## src/rtl/data_memory_pkg.sv

```systemverilog
// +----------------------------------------------------------------------------
// | data_memory_pkg : shared defaults and index/preload helpers for data_memory
// | Revision 1.0
// +----------------------------------------------------------------------------
`default_nettype none

package data_memory_pkg;

  localparam int DATA_W_DEF = 32;
  localparam int ADDR_W_DEF = 32;
  localparam int DEPTH_DEF  = 64;

  // Helpers work on a 64-bit carrier so any ADDR_W/DATA_W up to 64 fits.
  function automatic logic [63:0] word_index(input logic [63:0] byte_addr);
    return byte_addr >> 2;
  endfunction

  function automatic logic [63:0] preload_value(input int unsigned idx);
    return 64'(idx);
  endfunction

  function automatic logic is_misaligned(input logic [1:0] byte_lsbs);
    return |byte_lsbs;
  endfunction

endpackage

`default_nettype wire

```

## src/rtl/mem_word_array.sv

```systemverilog
// +----------------------------------------------------------------------------
// | mem_word_array : word storage with async-reset preload and one write port
// | Revision 1.0
// +----------------------------------------------------------------------------
`default_nettype none

module mem_word_array
  import data_memory_pkg::*;
#(
  parameter int DATA_W = DATA_W_DEF,
  parameter int DEPTH  = DEPTH_DEF,
  parameter int IDX_W  = $clog2(DEPTH_DEF)
) (
  input  logic              clk,
  input  logic              rst_n,
  input  logic              wr_en,
  input  logic [IDX_W-1:0]  wr_idx,
  input  logic [DATA_W-1:0] wr_data,
  input  logic [IDX_W-1:0]  rd_idx,
  output logic [DATA_W-1:0] rd_data
);

  logic [DATA_W-1:0] w_words [DEPTH];

  // Each word is its own register so reset can load a distinct preload value.
  for (genvar i = 0; i < DEPTH; i++) begin : g_word
    localparam logic [DATA_W-1:0] c_PRELOAD = DATA_W'(preload_value(i));
    localparam logic [IDX_W-1:0]  c_MY_IDX  = IDX_W'(i);

    logic [DATA_W-1:0] r_word;

    always_ff @(posedge clk or negedge rst_n) begin
      if (!rst_n) begin
        r_word <= c_PRELOAD;
      end else if (wr_en && (wr_idx == c_MY_IDX)) begin
        r_word <= wr_data;
      end
    end

    assign w_words[i] = r_word;
  end

  assign rd_data = w_words[rd_idx];

endmodule

`default_nettype wire

```

## src/rtl/data_memory.sv

```systemverilog
// +----------------------------------------------------------------------------
// | data_memory : byte-addressed word RAM, async read, sync write, range check
// | Revision 1.0
// +----------------------------------------------------------------------------
`default_nettype none

module data_memory
  import data_memory_pkg::*;
#(
  parameter int DATA_W = DATA_W_DEF,
  parameter int ADDR_W = ADDR_W_DEF,
  parameter int DEPTH  = DEPTH_DEF
) (
  input  logic              clk,
  input  logic              rst_n,
  input  logic              write,
  input  logic [ADDR_W-1:0] address,
  input  logic [DATA_W-1:0] write_data,
  output logic [DATA_W-1:0] read_data,
  output logic              addr_err
);

  localparam int c_IDX_W = $clog2(DEPTH);

  logic [63:0]         w_word_full;
  logic [c_IDX_W-1:0]  w_idx;
  logic                w_in_range;
  logic                w_misaligned;
  logic                w_wr_en;
  logic [DATA_W-1:0]   w_rd_word;

  // Range is judged on the full word index so high address bits never alias.
  assign w_word_full  = word_index(64'(address));
  assign w_in_range   = (w_word_full < 64'(DEPTH));
  assign w_idx        = w_word_full[c_IDX_W-1:0];
  assign w_misaligned = is_misaligned(address[1:0]);
  assign w_wr_en      = write & w_in_range;

  mem_word_array #(
    .DATA_W (DATA_W),
    .DEPTH  (DEPTH),
    .IDX_W  (c_IDX_W)
  ) u_array (
    .clk     (clk),
    .rst_n   (rst_n),
    .wr_en   (w_wr_en),
    .wr_idx  (w_idx),
    .wr_data (write_data),
    .rd_idx  (w_idx),
    .rd_data (w_rd_word)
  );

  assign read_data = w_in_range ? w_rd_word : '0;
  assign addr_err  = w_misaligned | ~w_in_range;

endmodule

`default_nettype wire

```

## config.mk

```make
export PLATFORM = sky130hd
export DESIGN_NAME = data_memory
export DESIGN_NICKNAME = d
export VERILOG_FILES = /design/src/rtl/data_memory_pkg.sv /design/src/rtl/mem_word_array.sv /design/src/rtl/data_memory.sv
export SDC_FILE = /design/constraint.sdc
export NUM_CORES = 2
export LEC_CHECK = 0
export CORE_MARGIN = 2
export CORE_UTILIZATION = 62
export CTS_CLUSTER_DIAMETER = 150
export DETAILED_ROUTE_END_ITERATION = 6
export HOLD_SLACK_MARGIN = 0.15
export PLACE_DENSITY = 0.79
export SYNTH_ARGS = -nofsm -noshare
export SYNTH_HDL_FRONTEND = slang
export SYNTH_SLANG_ARGS = --single-unit
export TNS_END_PERCENT = 50
```

## constraint.sdc

```tcl
create_clock -name clk -period 3.94 [get_ports clk]
set_input_delay 0.788 -clock clk [delete_from_list [all_inputs] [get_ports clk]]
set_output_delay 0.788 -clock clk [all_outputs]
set_load 0.05 [all_outputs]
```

== Yosys cells after proc, flatten, opt, wreduce, memory -nomap -nowiden ==
Index checks and enable logic that the tools add are counted.

* $lt $le $gt $ge: 2
* Equality and inequality tests: 63
* Multiplexer cells: 4
* Bitwise logic cells: 4
* Reductions and logical operators: 66

{| class="wikitable"
|+ Operator list
! kind !! count
|-
| $bmux 32 s6 || 1
|-
| $eq 6x6->1 const B || 32
|-
| $eq 6x5->1 const B || 16
|-
| $mux 32 || 3
|-
| $logic_and 1x1->1 || 64
|-
| $eq 6x4->1 const B || 8
|-
| $lt 30x7->1 const B || 1
|-
| $eq 6x3->1 const B || 4
|-
| $eq 6x2->1 const B || 2
|-
| $ge 7x7->1 const B || 1
|-
| $not 6->7 || 1
|-
| $eq 6x1->1 const B || 1
|-
| $logic_not 6->1 || 1
|-
| $reduce_or 2->1 || 1
|-
| $and 1x1->1 || 1
|-
| $not 1->1 || 1
|-
| $or 1x1->1 || 1
|}

* Flip-flop bits (word level): 2048
* Bits of input ports: 67
* Output and inout port bits: 33
* Logic and storage cells: 203

== Depth between registers and ports, before layout ==
* Word-level depth: 5
* Depth in mapped cells: 10

== Modules after synthesis ==
Synthesis repeated with hierarchy kept, for this count alone.

* Cell total of the unflattened synthesis: 5915
* Area, all modules: 93449.6 um2

{| class="wikitable"
|+ Modules (own cells, without submodules)
! module !! instances !! cells each !! area each (um2) !! seq. area each (um2)
|-
| mem_word_array || 1 || 5866 || 93108.0 || 51489.4
|-
| data_memory || 1 || 49 || 341.6 || 0.0
|}

== Least setup slack after synthesis ==
No wires, ideal clock.

* Kind: input port to output port
* Start: in address[27]
* End: out read_data[14]
* Data arrival time: 3.845 ns
* Required time: 3.152 ns
* Path slack: -0.693 ns
* Stages on the path: 7
* Path buffers: 2
* Cell sequence: or4_1 nor2_4 and2_0 clkbuf_1 clkbuf_1 o221ai_1 nor4_1

* Word-level cells in the longest chain between the ends: 2

{| class="wikitable"
|+ Ends and longest elaborated chain
! element !! RTL line !! RTL
|-
| start: declaration || data_memory.sv:17 || <nowiki>input logic [ADDR_W-1:0] address,</nowiki>
|-
| $lt 30x7->1 || data_memory.sv:34 || <nowiki>assign w_in_range = (w_word_full < 64'(DEPTH));</nowiki>
|-
| $mux 32 || data_memory.sv:53 || <nowiki>assign read_data = w_in_range ? w_rd_word : '0;</nowiki>
|-
| end: declaration || data_memory.sv:19 || <nowiki>output logic [DATA_W-1:0] read_data,</nowiki>
|}

Every way passes these cells.

== Worst setup path after layout ==
* Start: in address[31]
* End: out read_data[31]

The elaborated chain is that of the path after synthesis.

==> impl_results.md <==
- Outcome: complete, but fails checks
- Failing checks: setup timing
- DIE AREA: 153000 um^2
- CTS root buf: clkbuf_16
- PortBufs: 99
- Cell Chain, Critical Path: clkdlybuf4s50_1 -> nor4_2 -> and4_4 -> nand2_8 -> buf_12 -> buf_4 -> buf_4 -> a211o_1 -> nor4_4 -> buf_4 -> buf_12
- Sequential power share: 48.8%
- Clock sink count: 2048
- Sw frac: a little under a quarter
- Biggest register: u_array.g_word.r_word
- Slew at the pin closest to its max-slew limit: ~1.3 ns
- Crit end category: primary output
- Max Clk Rate: around 250 MHz
- Layout cells sized above 1: 58.6%
- Pin count of the biggest net entering global routing: between 100 and 150
- DR vias/cell: around 6.8
- Max H-tree Level: 4
- Unrepaired setup endpoints after global routing: yes
- Crit share post-route: 101%
- Crit-path max cell delay: 0.43 ns
- Top-count cell post-synth: mux2_2
- Place WS: -0.253 ns
- Leak: roughly 51 nW
- Unique masters post-synth: 44
- Top delay family on crit path: buffers and inverters
- Gr usage total: a little over a third
- Hold path start: u_array.g_word[53].r_word[27]
- Combinational share of power: about 4.8%
- Crit path time final: ~4.0 ns
- Critical path origin: address[31]
- Max-slew violations: 0
- Yosys reg bits: ~2000
- WL final: between 200000 and 300000 um
- Detailed Place HPWL: 164000 um
- MaxCap Viol Count: 0
- EDFF count, synth: 0
- Leading area contributor after synthesis: dfrtp_1
- Hold WC Path Type: reg -> reg
- Total CTS buffers: 203
- Clock Tree Buf Depth: 3
- Vias in the first global route: about 58000
- Most Frequent Cell on Critical Path: buf_4
- Initial Util: 62.3%
- Post-route ant nets: 0
- Final hold violations: 0
- Synth Flop Type: dfrtp_1
- Worst-path clk slew: 0.05 ns
- Synth warn: 0
- First-pass iteration count of the detailed router: 6
- Worst R2R Start: u_array.g_word[40].r_word[6]
- Async set-reset flop share out of synthesis: 100%
- Setup CP Type: in -> out
- Worst-path maximum fanout: 5
- Post-synthesis average cell area: 16.0 um^2
- Maximum VDD drop: 0.482 mV
- Drt first-iter violations: approximately 5200
- Max stage delay cell, worst path: clkdlybuf4s50_1
- Core ar.: 149000 um^2
- Reg2Reg Depth: 1
- Clk pwr share: 46.4%
- Sequential-to-total area share from yosys stat: between 50% and 60%
- Routed WL per cell: 32.8 um
- Routability Congestion: 0.888
- Internal power: 33.2 mW
- Hold Crit Depth: 1
- Critical Path RT: 3.15 ns
- DIE HEIGHT: 391 um
- Final std cells w/o fill: slightly above 8000
- Nets: 6007
- Setup-failing EPs final: 2
- CP Buf/Inv Count: 6
- Largest regs: u_array.g_word.r_word (2048)
- Filler cells: 9207
- Worst skew pair latency: roughly 0.84 ns
- Grt total ovfl: 0
- Top cells by area, synth: dfrtp_1, mux2_2, mux4_2, dfstp_2, mux2i_1
- Crit path depth: 11
- Psw: 9.88 mW
- Cells after DPL: between 7000 and 8000
- PD cells: 403 nW/um^2
- Syn nets: 5871
- Post-synthesis cell count: 5804
- Final WS setup: -0.0488 ns
- # IOs: 100
- Layout area overhead: 14.9%
- Startpoint Class: primary input
- Max reg flops: 2048
- Clk_skew: 0 ns
- Max_slew headroom: between 10% and 20%
- Post-synth top cells: mux2_2, dfrtp_1, mux4_2, clkbuf_1, dfstp_2
- Mapped Area: 93100 um^2
- TritonCTS clock tree: yes
- Die Wd: 391 um
- First-pass GRT wire length: 394000 um
- Area share of the largest cell type after synthesis: 49.9%
- Row cnt: 142
- # DRC: 0
- Initial antenna violation count: 11
- Worst EP arrival: 3.20 ns
- Via count: between 50000 and 60000
-- cell type report --
class,count,area [um^2],share of cell area (%)
timing repair buffer,539,6580,6.15
multi-input combinational,3148,39400,36.9
clock buffer,314,6060,5.67
tap,2016,2520,2.36
clock inverter,70,848,0.793
sequential,2048,51500,48.2
antenna,1,2.50,0.00234
-- logic make-up after synthesis --
family | count (synthesis) | share of synthesized area (%)
flops | 2048 | 55.3
mux | 2683 | 38.1
compound gates | 262 | 2.15
simple gates | 203 | 1.39
buf+inv | 608 | 3.07
-- layer usage --
metal	vias to the layer above	share of wire, %	GRT usage, %
met2	2480	46	54.0
met4	12	5.5	17.4
met5	-	0.030	0
met1	30200	40	48.4
li1	21900	-	-
met3	742	8.6	8.26
-- cell usage in the layout, fill, tap and decap left out, types with 11 or more instances in the layout --
cell / synthesis / routed
nor2_1: 44 / 21
o221ai_1: 63 / 61
a211oi_1: 28 / 20
dlymetal6s2s_1: 0 / 11
clkbuf_8: 0 / 50
a22oi_1: 58 / 58
clkinv_2: 0 / 40
bufinv_16: 0 / 15
nand3_1: 27 / 26
mux2_1: 102 / 102
o22ai_1: 18 / 17
nand2_1: 22 / 19
dfrtp_1: 1856 / 1856
mux2_2: 1946 / 1946
buf_12: 0 / 193
nor4_2: 3 / 13
o21ai_0: 14 / 14
clkbuf_16: 0 / 206
a21oi_1: 23 / 23
nor4_4: 1 / 14
clkdlybuf4s50_1: 0 / 13
buf_2: 170 / 32
buf_4: 97 / 275
clkbuf_1: 286 / 58
a22o_1: 39 / 39
dfstp_2: 192 / 192
mux2i_1: 154 / 154
nor2_4: 23 / 63
mux4_2: 481 / 481
-- through the flow --
stage	total power [mW]	setup TNS [ns]	hold slack, ns	cell area (um^2)	utilization (%)
global route	44.3	-0.197	0.490	107000	71.5
detailed placement	23.5	-1.14	0.472	99700	66.7
CTS	43.3	-0.0109	0.486	107000	71.4
finish	43.1	-0.0851	0.484	107000	71.5
floorplan	22.3	-0.697	0.452	93300	-
global placement	23.4	-0.812	0.462	99700	66.7
-- repair_timing --
action	in CTS	in global routing
buffers inserted	2	6
hold buffers	1	0
gates resized for setup	26	35
pin swaps	5	11
endpoints found under the setup margin	24	22
cloned	1	0
endpoints found under the hold margin	49	0
-- power by group through the flow --
stage,registers (mW),clock network [mW],logic (mW)
after floorplan,21.4,0,0.856
after global placement,21.4,0,2.03
after detailed placement,21.4,0,2.05
after CTS,21.0,20.2,2.07
after global routing,21.0,21.0,2.20
final,21.0,20.0,2.08
-- worst paths after layout --
check / endpoint / slack [ns]
min reg2reg: u_array.g_word[53].r_word[27] / 0.48
max reg2reg: u_array.g_word[40].r_word[6] / 3.11
min: u_array.g_word[53].r_word[27] / 0.48
max in group asynchronous: u_array.g_word[47].r_word[18] / 2.01
max: read_data[31] / -0.05
min in group asynchronous: u_array.g_word[9].r_word[24] / 0.53
No activity file was read; power rests on OpenSTA's default activity.
